--- config.mk ---
export PLATFORM = sky130hd
export DESIGN_NAME = cwp_window_ctrl
export DESIGN_NICKNAME = d
export VERILOG_FILES = /design/src/rtl/cwp_pkg.sv /design/src/rtl/cwp_step.sv /design/src/rtl/cwp_window_ctrl.sv
export SDC_FILE = /design/constraint.sdc
export NUM_CORES = 1
export LEC_CHECK = 0
export ABC_AREA = 1
export CORE_MARGIN = 2
export CORE_UTILIZATION = 37
export DETAILED_ROUTE_END_ITERATION = 12
export DONT_BUFFER_PORTS = 1
export PLACE_DENSITY = 0.5
export SETUP_SLACK_MARGIN = 0.15
export SLEW_MARGIN = 20
export SYNTH_ARGS = -nofsm -noshare
export SYNTH_HDL_FRONTEND = slang
export SYNTH_SLANG_ARGS = --single-unit
--- constraint.sdc ---
create_clock -name clk -period 4.3 [get_ports clk]
set_input_delay 0.43 -clock clk [delete_from_list [all_inputs] [get_ports clk]]
set_output_delay 0.43 -clock clk [all_outputs]
set_load 0.1 [all_outputs]
--- src/rtl/cwp_pkg.sv ---
// cwp_pkg: shared FSM state codes, operation encoding and default window geometry
package cwp_pkg;
    localparam int CWP_NWIN = 8;
    localparam int CWP_CWPW = 3;
    localparam logic [1:0] IDLE  = 2'd0;
    localparam logic [1:0] CHECK = 2'd1;
    localparam logic [1:0] TRAP  = 2'd2;
    typedef enum logic [1:0] {OP_NOP, OP_SAVE, OP_RESTORE} op_t;
endpackage

--- src/rtl/cwp_step.sv ---
// cwp_step: modulo-NWIN increment/decrement of the window pointer (NWIN = 2**CWPW, so wrap is natural)
module cwp_step #(
    parameter int CWPW = cwp_pkg::CWP_CWPW
) (
    input  logic [CWPW-1:0] cwp,
    output logic [CWPW-1:0] cwp_inc,
    output logic [CWPW-1:0] cwp_dec
);
    // wrap-around falls out of the truncated CWPW-bit arithmetic
    always_comb begin
        cwp_inc = cwp + CWPW'(1);
        cwp_dec = cwp - CWPW'(1);
    end
endmodule

--- src/rtl/cwp_window_ctrl.sv ---
// cwp_window_ctrl: owns CWP and WIM, runs SAVE/RESTORE with window overflow/underflow traps
// Optional: define CWP_TRAP_CNT_EN to add saturating ovf_cnt/unf_cnt trap-entry counters.
module cwp_window_ctrl
    import cwp_pkg::*;
#(
    parameter int NWIN    = CWP_NWIN,
    parameter int CWPW    = CWP_CWPW,
    parameter int CWP_RST = 0
) (
    input  logic            clk,
    input  logic            rst_n,
    input  logic            op_valid,
    input  logic            op_save,
    input  logic            op_restore,
    output logic            op_ready,
    output logic            op_done,
    output logic            trap_req,
    output logic            trap_ovf,
    input  logic            trap_ack,
    input  logic            cwp_wr_en,
    input  logic [CWPW-1:0] cwp_wr_data,
    input  logic            wim_wr_en,
    input  logic [NWIN-1:0] wim_wr_data,
`ifdef CWP_TRAP_CNT_EN
    output logic [7:0]      ovf_cnt,
    output logic [7:0]      unf_cnt,
`endif
    output logic [CWPW-1:0] cwp,
    output logic [CWPW-1:0] cwp_inc,
    output logic [CWPW-1:0] cwp_dec,
    output logic [NWIN-1:0] wim
);
    logic [1:0]      state;
    op_t             op;
    logic [CWPW-1:0] tgt;
    logic            trap_hit;

    cwp_step #(.CWPW(CWPW)) u_step (
        .cwp     (cwp),
        .cwp_inc (cwp_inc),
        .cwp_dec (cwp_dec)
    );

    // target window and trap decision for the operation held in CHECK (uses pre-write WIM)
    always_comb begin
        tgt      = op == OP_SAVE ? cwp_dec : cwp_inc;
        trap_hit = state == CHECK && !cwp_wr_en && op != OP_NOP && wim[tgt];
        op_ready = state == IDLE;
        trap_req = state == TRAP;
    end

    // FSM, CWP/WIM registers; a direct CWP write overrides any commit and aborts CHECK/TRAP
    always_ff @(posedge clk or negedge rst_n) begin
        if (!rst_n) begin
            state    <= IDLE;
            op       <= OP_NOP;
            cwp      <= CWPW'(CWP_RST);
            wim      <= '0;
            op_done  <= 1'b0;
            trap_ovf <= 1'b0;
        end else begin
            op_done <= 1'b0;
            if (wim_wr_en) wim <= wim_wr_data;
            if (state == IDLE && op_valid) begin
                op    <= op_save && !op_restore ? OP_SAVE : op_restore && !op_save ? OP_RESTORE : OP_NOP;
                state <= CHECK;
            end else if (state == CHECK) begin
                state <= trap_hit ? TRAP : IDLE;
                if (trap_hit) trap_ovf <= op == OP_SAVE;
                if (!trap_hit && !cwp_wr_en) begin
                    op_done <= 1'b1;
                    if (op != OP_NOP) cwp <= tgt;
                end
            end else if (state == TRAP && (trap_ack || cwp_wr_en)) begin
                state <= IDLE;
            end
            if (cwp_wr_en) cwp <= cwp_wr_data;
        end
    end

`ifdef CWP_TRAP_CNT_EN
    // saturating per-type trap-entry counters, cleared by a direct CWP write
    always_ff @(posedge clk or negedge rst_n) begin
        if (!rst_n) begin
            ovf_cnt <= '0;
            unf_cnt <= '0;
        end else if (cwp_wr_en) begin
            ovf_cnt <= '0;
            unf_cnt <= '0;
        end else if (trap_hit) begin
            if (op == OP_SAVE && ovf_cnt != 8'hff) ovf_cnt <= ovf_cnt + 8'd1;
            if (op == OP_RESTORE && unf_cnt != 8'hff) unf_cnt <= unf_cnt + 8'd1;
        end
    end
`endif
endmodule
# [After elaboration in Yosys (flattened, before gate mapping)]
# Cells that the tools add are included.
[totals] ramBits=0 regBits=17 out_inout_bits=21 in_bits=19 latchBits=0 n_memories=0 mem_bits_ro=0
[classes] multipliers=0 add_sub_neg=2 n_lt_le_gt_ge=1 shifts=0 muxes=17 n_eq_ne=4 n_reduce_logical=21 div_mod_pow=0 bitwise_logic=1
[ops] op="2-to-1 mux 3 bit" n=6
[ops] op="2-to-1 mux 2 bit" n=6
[ops] op="logical AND 1 bit" n=8
[ops] op="nonzero test 2 bit" n=4
[ops] op="== test 2 x 1 -> 1 bit, second input constant" n=2
[ops] op="logical NOT 1 bit" n=4
[ops] op="< comparator 3 x 4 -> 1 bit, second input constant" n=1
[ops] op="2-to-1 mux 1 bit" n=4
[ops] op="AND reduction 4 bit" n=1
[ops] op="adder 3 x 1 -> 3 bit, second input constant" n=1
[ops] op="binary-select mux 1 bit (select 3 bit)" n=1
[ops] op="AND reduction 3 bit" n=1
[ops] op="nonzero test 3 bit" n=1
[ops] op="subtractor 3 x 1 -> 3 bit, second input constant" n=1
[ops] op="== test 2 bit, second input constant" n=1
[ops] op="logical NOT 2 bit" n=1
[ops] op="inequality test 2 bit, second input constant" n=1
[ops] op="logical OR 1 bit" n=1
[ops] op="inverter 1 bit" n=1

# [Logic depth before layout (Yosys ltp)]
# Gate-level depths: netlist of the first run.
[depth] word_depth=11 mapped_depth=14 depth_no_buf=13

# [Hierarchy]
# A second synthesis of the first run with hierarchy kept.
[hier_totals] hier_cells=121 area_unflattened_um2=1042.2
[by_module_without_submodules] module="cwp_window_ctrl" seq_area_each_um2=425.4 instances=1 cells_per_inst=106 area_per_inst_um2=964.7
[by_module_without_submodules] module="cwp_step" seq_area_each_um2=0.0 instances=1 cells_per_inst=15 area_per_inst_um2=77.6

# [Worst setup path before layout of the first run]
# Ideal clock, no wire load.
[synth_timing] path_type="flip-flop to flip-flop" from="reg cwp[0]" to="reg trap_ovf" slack_ns=0.275 stages_incl_launch_ff=13 period_less_slack_ns=4.025 t_required_ns=4.178 path_buffers=1 arrival_time_ns=3.903 path_cell_list="dfrtp_1 -> buf_4 -> inv_2 -> ha_1 -> inv_1 -> nand3_1 -> nand3_1 -> nand3_1 -> nand2_2 -> inv_1 -> nand2_2 -> nand2_1 -> nand2_1"
[synth_via] elab_chain_len=6
[synth_rtl] element="start, declared" line="cwp_window_ctrl.sv:28" text="output logic [CWPW-1:0] cwp,"
[synth_rtl] element="start signal, assigned" line="cwp_window_ctrl.sv:57" text="cwp <= CWPW'(CWP_RST);"
[synth_rtl] element="start signal, assigned" line="cwp_window_ctrl.sv:72" text="if (op != OP_NOP) cwp <= tgt;"
[synth_rtl] element="start signal, assigned" line="cwp_window_ctrl.sv:77" text="if (cwp_wr_en) cwp <= cwp_wr_data;"
[synth_rtl] element="subtractor 3 x 1 -> 3 bit" line="cwp_step.sv:12" text="cwp_dec = cwp - CWPW'(1);"
[synth_rtl] element="via cwp_dec[0]" line="cwp_window_ctrl.sv:30" text="output logic [CWPW-1:0] cwp_dec,"
[synth_rtl] element="2-to-1 mux 3 bit" line="cwp_window_ctrl.sv:46" text="tgt = op == OP_SAVE ? cwp_dec : cwp_inc;"
[synth_rtl] element="binary-select mux 1 bit (select 3 bit)" line="cwp_window_ctrl.sv:47" text="trap_hit = state == CHECK && !cwp_wr_en && op != OP_NOP && wim[tgt];"
[synth_rtl] element="2-to-1 mux 1 bit (implied by the code)" line="cwp_window_ctrl.sv:47"
[synth_rtl] element="logical AND 1 bit" line="cwp_window_ctrl.sv:47"
[synth_rtl] element="AND reduction 3 bit (no source line)"
[synth_rtl] element="end signal, assigned" line="cwp_window_ctrl.sv:60" text="trap_ovf <= 1'b0;"
[synth_rtl] element="end signal, assigned" line="cwp_window_ctrl.sv:69" text="if (trap_hit) trap_ovf <= op == OP_SAVE;"
[synth_rtl] element="end, declared" line="cwp_window_ctrl.sv:18" text="output logic trap_ovf,"
# The timed path passes the listed nets, and every way through them passes these cells. The select of a mux whose other input is x is not followed.
# A chain may end at the register's enable or synchronous reset.

# [Worst setup path after layout of the first run]
[layout_timing] from="reg cwp[0]" to="out cwp_dec[1]"
[layout_via] elab_chain_len=1
[layout_rtl] element="subtractor 3 x 1 -> 3 bit" line="cwp_step.sv:12"
[layout_rtl] element="end, declared" line="cwp_window_ctrl.sv:30"
# No other way between the ends.

==> flow_summary.toml, run 1 <==
[cells_and_area]
syn2layout_area_growth_pct = 10.4
final_nets = 150
final_cell_area_um2 = 1050
drive_gt1_share_pct = 22.7
num_antenna_cells = 0

[die]
ioPinCount = 40
die_w_um = 54.7
die_area_um2 = 2990
die_height_um = 54.7
initial_core_util_pct = 38.7
core_um2 = 2450
std_cell_rows = 18

[routing]
wl_per_cell_um = 12.2
via_count = 771
dr_wl_met2_um = 886
drt_first_pass_iters = 4
wl_mm = 1.92
met3_length_um = 103
postRouteAntennaNets = 0
drt_iter0_markers = 10
met1_length_um = 917
drcViolationCount = 0
top_layer_used = "met4"
via_per_inst = 4.88

[grt]
grt_pass1_wl_mm = 3.05
grt_pass1_vias = 721
antenna_found_initial = 0
grt_use_total_pct = 14.5
grt_max_degree = 18
grt_overflow_total = 0

[sta]
period_share_pct = 61.6
hold_viol = 0
finalSetupViolations = 0
clock_skew_ns = 0.00118
post-route-min-period_ns = 2.65
fmax_ghz = 0.378
rsz0062_at_grt = "no"
worst_slew_pin_slew_ns = 1.09
slew_headroom_pct = 26.9
finalSetupTns_ns = 0
slew_viol_final = 0

[synth]
synth.most_common_cell = "nand2_1"
synth-compound-area-share_pct = 5.26
synth.top_cell.area_share_pct = 44.7
synthSimpleGateAreaFrac_pct = 30.8
synth_commonest_cells = "nand2_1 (39), dfrtp_1 (17), inv_1 (13), nand3_1 (13)"
ys_types = 17
yosysWarningCount = 0
synth_cells = 121
synth_adder_area_share_pct = 2.63
synth_flop_cell = "dfrtp_1"
synth_top_family_by_area = "simple AND/OR/NAND/NOR gates"
ys_seq_elements = 17
yosysSeqAreaShare_pct = 44.7
synth-edff-count = 0
synth_area_leaders = "dfrtp_1 (45%), nand2_1 (15%), mux2_2 (8.3%), nand3_1 (6.8%), inv_1 (5.1%)"
syn-num-nets = 142
synth_area_um2 = 951
muxShareOfSynthArea_pct = 8.29
syn_area_per_cell_um2 = 7.86
synth-xor-area-share_pct = 0
async_flop_share_pct = 100
synth_top_area_cell = "dfrtp_1"

[hold_path]
min_path_cells = 1
hold_start = "op_restore"
min_to = "op[0]$_DFFE_PN0P_"
min_path_type = "in2reg"

[pwr]
p_leak_nw = 0.547
p_sw_share_pct = 54.1
p_comb_share_pct = 36.3
p_int_uw = 248
p_sw_uw = 293
vdd_drop_max_mv = 0.285
p_clk_share_pct = 16.0
seqPwrFrac_pct = 47.7
p_per_area_nw_per_um2 = 515

[place]
place_hpwl_mm = 1.56
gp_congestion = 0.779
io_buffers = 0
placed_cell_area_um2 = 1010

[clock_tree]
cts_setup_buffers = 0
clkTransAtPathRegs_ns = 0.10
htree_num_levels = 1
cts_tree = "yes"
cts_hold_buf = 1
cts_inserted_buffers = 3
cts_sinks = 17
insertion_delay_ns = 0.29
clockBufferDepth = 2
cts_resized = 0
root_buffer = "clkbuf_4"

[setup_path]
crit_path_max_fanout = 6
crit_type = "reg2out"
end_kind = "output port"
regToRegSetupSlack_ns = 1.88
required_ns = 3.87
rr_worst_depth = 12
timing.rr.start = "cwp[0]$_DFFE_PN0P_"
cp.arrival_ns = 2.22
rr_endpoint = "cwp[0]$_DFFE_PN0P_"
start_kind = "flip-flop"

[run_status]
status = "finished, final reports clean"

[flow_run]
drv_cap = 0
==> through the flow <==
stage | std cells | setup WS [ns] | hold WS [ns] | utilization (%) | power [mW]
after global placement | 153 | 1.93 | 0.135 | 41.2 | 0.455
after floorplan | 121 | 0.275 | 0.134 | - | 0.428
after CTS | 158 | 1.62 | 0.208 | 42.8 | 0.549
final | 158 | 1.65 | 0.223 | 42.8 | 0.541
after global routing | 158 | 1.52 | 0.188 | 42.8 | 0.573
after detailed placement | 153 | 1.87 | 0.135 | 41.2 | 0.456
==> cells in the final DEF (no fill, tap or decap) <==
| cell | Yosys | layout |
|---|---|---|
| clkinv_2 | 0 | 1 |
| clkbuf_4 | 0 | 3 |
| mux2_2 | 7 | 7 |
| nand2_2 | 7 | 7 |
| inv_2 | 3 | 3 |
| nand2_1 | 39 | 39 |
| nor2_1 | 6 | 4 |
| a21oi_1 | 1 | 1 |
| o21ai_0 | 6 | 6 |
| nor3_1 | 1 | 1 |
| nand3_2 | 1 | 1 |
| buf_4 | 2 | 5 |
| nand3_1 | 13 | 13 |
| nor2_2 | 0 | 2 |
| inv_1 | 13 | 13 |
| o31ai_1 | 1 | 1 |
| dfrtp_1 | 17 | 17 |
| dlygate4sd3_1 | 0 | 1 |
| o21a_1 | 1 | 1 |
| ha_1 | 2 | 2 |
==> sequential cells by signal, summed over array words and instances (netlist names) <==
name	cells
op	2
state	2
cwp	3
op_done	1
wim	8
trap_ovf	1
==> worst max-delay path by stage <==
stage / start / to / slack, ns
final: cwp[0]$_DFFE_PN0P_ / cwp_dec[1] / 1.65
after floorplan: cwp[0]$_DFFE_PN0P_ / trap_ovf$_DFFE_PN0P_ / 0.27
after detailed placement: cwp[0]$_DFFE_PN0P_ / cwp[0]$_DFFE_PN0P_ / 1.87
after global routing: cwp[0]$_DFFE_PN0P_ / cwp_dec[1] / 1.52
after CTS: cwp[0]$_DFFE_PN0P_ / cwp_dec[1] / 1.62
after global placement: cwp[0]$_DFFE_PN0P_ / cwp[0]$_DFFE_PN0P_ / 1.93
==> cell type report <==
cell class              count  area [um^2]
fillers                   263         1410
multi-input cells          85          452
flip-flops and latches     17          425
inverters                  16         60.1
repair buffers              6         47.5
well taps                  30         37.5
clock buffers               3         22.5
clock inverters             1         5.00
==> metal layers <==
metal	vias to the layer above	GRT usage, %
met5	-	0
met4	0	5.00
met3	2	4.10
met2	18	22.4
met1	354	19.3
li1	397	-
==> cell families (layout without fill, tap and decap cells) <==
kind of cell,after synthesis,in the layout
multiplexers,7,7
AO/OA/AOI/OAI,9,9
buffers and inverters,19,26
AND/OR/NAND/NOR,67,67
adder cells (fa/ha/maj),2,2
flip-flops,17,17
==> worst max-delay path: stages (launching register included) <==
cell and delay, ns:
dfrtp_1 0.40, inv_2 0.70, ha_1 0.42, inv_1 0.11, buf_4 0.30
==> power groups by stage <==
stage / sequential, mW / combinational, mW / clock [mW]
after CTS: 0.259 / 0.198 / 0.0917
after global placement: 0.262 / 0.193 / 0
after detailed placement: 0.262 / 0.194 / 0
final: 0.258 / 0.196 / 0.0864
after floorplan: 0.267 / 0.161 / 0
after global routing: 0.260 / 0.212 / 0.101
No activity file was read; power rests on OpenSTA's default activity.
==> run 2: changes to the inputs <==
clock period = 2.5 ns   (was 4.3 ns; I/O delays follow)
==> flow_summary.toml, run 2 (same netlist as run 1, synthesis figures left out) <==
[die]
std_cell_rows = 18
initial_core_util_pct = 38.7
die_height_um = 54.7
core_um2 = 2450
die_w_um = 54.7
die_area_um2 = 2990
ioPinCount = 40

[grt]
grt_pass1_vias = 755
grt_max_degree = 18
grt_use_total_pct = 15.3
grt_pass1_wl_mm = 3.20
antenna_found_initial = 0
grt_overflow_total = 0

[setup_path]
slowest_stage = "ha_4"
crit_type = "reg2out"
path_cells = "inv_16 > ha_4 > clkinvlp_4 > buf_4"
cp.arrival_ns = 1.90
required_ns = 2.25
end_kind = "output port"
crit_buf_inv = 3
crit_path_max_fanout = 6
critical_path.top_delay_family = "buffers and inverters"
start_kind = "flip-flop"
cpPeakStageDelay_ns = 0.52

[clock_tree]
htree_num_levels = 1
insertion_delay_ns = 0.29
root_buffer = "clkbuf_4"
clockBufferDepth = 2
cts_resized = 0
cts_inserted_buffers = 3
cts_tree = "yes"
cts_sinks = 17
clkTransAtPathRegs_ns = 0.10

[pwr]
p_sw_uw = 516
vdd_drop_max_mv = 0.480
p_per_area_nw_per_um2 = 834
p_leak_nw = 0.600
power_uw = 980
p_int_uw = 464
p_sw_share_pct = 52.7
seqPwrFrac_pct = 32.1
p_clk_share_pct = 14.7
p_comb_share_pct = 53.2

[run_status]
status = "finished, final reports clean"

[sta]
slew_headroom_pct = 40.0
fin_hold_ws_ns = 0.0437
post-route-min-period_ns = 2.15
rsz0062_at_grt = "no"
clock_skew_ns = 0.00884
finalSetupViolations = 0
fin_ws_ns = 0.351
worst_slew_pin_slew_ns = 0.900
slew_viol_final = 0
period_share_pct = 86.0
hold_viol = 0
fmax_ghz = 0.465

[routing]
drt_first_pass_iters = 4
via_count = 834
postRouteAntennaNets = 0
drcViolationCount = 0
wl_per_cell_um = 11.9
via_per_inst = 4.93
wl_mm = 2.02
drt_iter0_markers = 19

[place]
gp_congestion = 0.854
io_buffers = 0
place_hpwl_mm = 1.66
pre_cts_ws_ns = 0.421

[cells_and_area]
largest_register_ffs = 8
num_antenna_cells = 0
reg.largest.list = "wim: 8 flops, cwp: 3 flops"
top_register = "wim"
drive_gt1_share_pct = 33.1
syn2layout_area_growth_pct = 23.6
final_nets = 161
final_common_cell = "nand2_1"
fin_util_pct = 47.9
layout_common_cells = "nand2_1 (39), buf_4 (16), dfrtp_1 (15)"

[flow_run]
drv_cap = 0

[hold_path]
min_path_type = "in2reg"
run 2: routing by layer:
layer,GRT usage (%),routed length [um]
met3,3.28,106
met2,25.8,982
met4,6.25,14
met1,18.9,912
met5,0,0
run 2: path summary, 6_finish.rpt:
check                                      to               start  depth (start not counted)  slack (ns)
max                                cwp_dec[1]  cwp[0]$_DFFE_PN0P_                          4        0.35
min                         op[0]$_DFFE_PN0P_          op_restore                          1        0.04
max reg2reg                cwp[0]$_DFFE_PN0P_  cwp[0]$_DFFE_PN0P_                         12        0.40
min reg2reg                 op[1]$_DFFE_PN0P_   op[1]$_DFFE_PN0P_                          2        0.54
max in group asynchronous  cwp[0]$_DFFE_PN0P_               rst_n                          1        1.49
min in group asynchronous  wim[6]$_DFFE_PN0P_               rst_n                          1        0.46
run 2: stage by stage:
stage	instance area, um^2	cells	TNS (ns)
after floorplan	1000	121	-1.31
after global placement	1140	164	0
after detailed placement	1140	164	0
after CTS	1170	169	0
after global routing	1170	169	0
final	1170	169	0
run 2: power groups by stage:
| stage | combinational [mW] | clock [mW] | sequential, mW |
|---|---|---|---|
| 4_1_cts | 0.524 | 0.152 | 0.316 |
| 2_1_floorplan | 0.305 | 0 | 0.463 |
| 3_5_place_dp | 0.517 | 0 | 0.321 |
| 6_report | 0.521 | 0.144 | 0.315 |
| 5_1_grt | 0.549 | 0.167 | 0.318 |
| 3_3_place_gp | 0.515 | 0 | 0.321 |
run 2: worst register-to-register path, delay by kind of cell (launching register included):
kind	cells	cell delay (ns)
AND/OR/NAND/NOR	9	0.69
adder cells (fa/ha/maj)	1	0.52
flip-flops	1	0.51
buffers and inverters	2	0.32
run 2: layout make-up:
class / instances / area (um^2)
multi-input combinational: 85 / 469
sequential: 17 / 430
clock buffer: 3 / 22.5
clock inverter: 1 / 5.00
fill: 251 / 1280
inverter: 16 / 80.1
timing repair buffer: 17 / 130
tap: 30 / 37.5
run 2: timing repair:
| item | CTS | global route |
|---|---|---|
| setup buffers | 0 | 0 |
| hold buffers | 1 | 0 |
| hold endpoints to repair | 17 | 0 |
| setup endpoints to repair | 0 | 0 |
==> run 3: changes to the inputs <==
CELL_PAD_IN_SITES_DETAIL_PLACEMENT = 1   (was default)
CELL_PAD_IN_SITES_GLOBAL_PLACEMENT = 2   (was default)
CORE_UTILIZATION = 32   (was 37)
PLACE_DENSITY = 0.74   (was 0.5)
==> flow_summary.toml, run 3 (same netlist as run 1, synthesis figures left out) <==
[setup_path]
cp-endpoint = "cwp_dec[1]"
slowest_stage = "dfrtp_4"
path_cells = "inv_16 > ha_4 > clkinvlp_4 > buf_4"
regToRegSetupSlack_ns = 0.58
rr_worst_depth = 12
crit_type = "reg2out"
cp_num_cells = 4
crit_path_max_fanout = 10
crit_buf_inv = 3
end_kind = "output port"
cp.arrival_ns = 1.72
cp-startpoint = "cwp[0]$_DFFE_PN0P_"
start_kind = "flip-flop"
cpPeakStageDelay_ns = 0.59
critical_path.top_delay_family = "flip-flops"
timing.rr.start = "cwp[0]$_DFFE_PN0P_"
rr_endpoint = "cwp[2]$_DFFE_PN0P_"
required_ns = 2.25

[sta]
finalSetupViolations = 0
slew_headroom_pct = 40.1
worst_slew_pin_slew_ns = 0.899
post-route-min-period_ns = 1.97
period_share_pct = 78.8
rsz0062_at_grt = "no"
fin_ws_ns = 0.531
slew_viol_final = 0
fin_hold_ws_ns = 0.0511
clock_skew_ns = 0.00191
hold_viol = 0
fmax_ghz = 0.508

[die]
core_um2 = 2780
initial_core_util_pct = 34.2
die_height_um = 58.5
std_cell_rows = 19
ioPinCount = 40
die_area_um2 = 3420
die_w_um = 58.5

[place]
place_hpwl_mm = 1.94
placed_cell_area_um2 = 1150
gp_congestion = 0.773
dp.cells = 166
pre_cts_ws_ns = 0.569
io_buffers = 0

[clock_tree]
cts_sinks = 17
clkTransAtPathRegs_ns = 0.10
cts_tree = "yes"
clockBufferDepth = 2
root_buffer = "clkbuf_4"
insertion_delay_ns = 0.28
htree_num_levels = 1
cts_resized = 0
cts_inserted_buffers = 3

[grt]
antenna_found_initial = 0
grt_pass1_wl_mm = 4.01
grt_use_total_pct = 15.3
grt_pass1_vias = 880
grt_max_degree = 18
grt_overflow_total = 0

[pwr]
p_per_area_nw_per_um2 = 837
vdd_drop_max_mv = 0.429
p_leak_nw = 0.602

[run_status]
status = "finished, final reports clean"

[hold_path]
min_path_cells = 1
min_path_type = "in2reg"

[cells_and_area]
drive_gt1_share_pct = 32.9
final_cell_area_um2 = 1180
final_common_cell = "nand2_1"
num_antenna_cells = 0
final_nets = 162
reg.largest.list = "wim: 8 flops, cwp: 3 flops"
syn2layout_area_growth_pct = 24.3
top_register = "wim"
largest_register_ffs = 8
layout_common_cells = "nand2_1 (39), buf_4 (17), dfrtp_1 (15)"
stdcell_count = 171

[routing]
drt_first_pass_iters = 3
via_per_inst = 4.83
postRouteAntennaNets = 0
wl_per_cell_um = 13.6
drcViolationCount = 0
drt_iter0_markers = 8
via_count = 826
wl_mm = 2.32

[flow_run]
drv_cap = 0
==> run 3: changes by cell type in the layout (fill, tap and decap cells not counted) <==
cell | previous run | this run
clkbuf_1 | 0 | 1
clkinv_2 | 1 | 0
buf_4 | 16 | 17
==> run 3: power breakdown <==
part           internal [mW]  switching (mW)  total (mW)
sequential             0.296          0.0226       0.319
combinational          0.110           0.414       0.523
clock                 0.0619          0.0853       0.147
total                  0.468           0.522       0.989
==> run 3: metrics by stage <==
step / setup TNS (ns) / util (%) / power, mW
6_report: 0 / 42.5 / 0.989
5_1_grt: 0 / 42.5 / 1.04
4_1_cts: 0 / 42.5 / 1.00
3_5_place_dp: 0 / 41.2 / 0.846
3_3_place_gp: 0 / 41.2 / 0.839
2_1_floorplan: -1.31 / - / 0.768
==> run 3: what timing repair did <==
action / in CTS / in global routing
endpoints found under the hold margin: 17 / 0
hold buffers: 1 / 0
buffers inserted: 0 / 0
==> run 3: worst min path at each step <==
stage / start / to
floorplan: rst_n / cwp[1]$_DFFE_PN0P_
global placement: rst_n / wim[2]$_DFFE_PN0P_
detailed placement: rst_n / wim[2]$_DFFE_PN0P_
CTS: op_restore / op[0]$_DFFE_PN0P_
global route: op_restore / op[0]$_DFFE_PN0P_
finish: op_restore / op[0]$_DFFE_PN0P_
==> run 3: per-layer routing <==
metal  global-route usage [%]  vias to the layer above  share of wire (%)
li1                         -                      416                  -
met1                     18.6                      393                 44
met2                     26.8                       15                 51
met3                     3.30                        2                3.6
met4                     4.98                        0               0.73
met5                        0                        -                  0
==> run 3: cell type report <==
class / count / area [um^2]
well taps: 31 / 38.8
multi-input cells: 85 / 469
flip-flops and latches: 17 / 430
repair buffers: 18 / 138
fillers: 349 / 1600
clock buffers: 4 / 26.3
inverters: 16 / 80.1
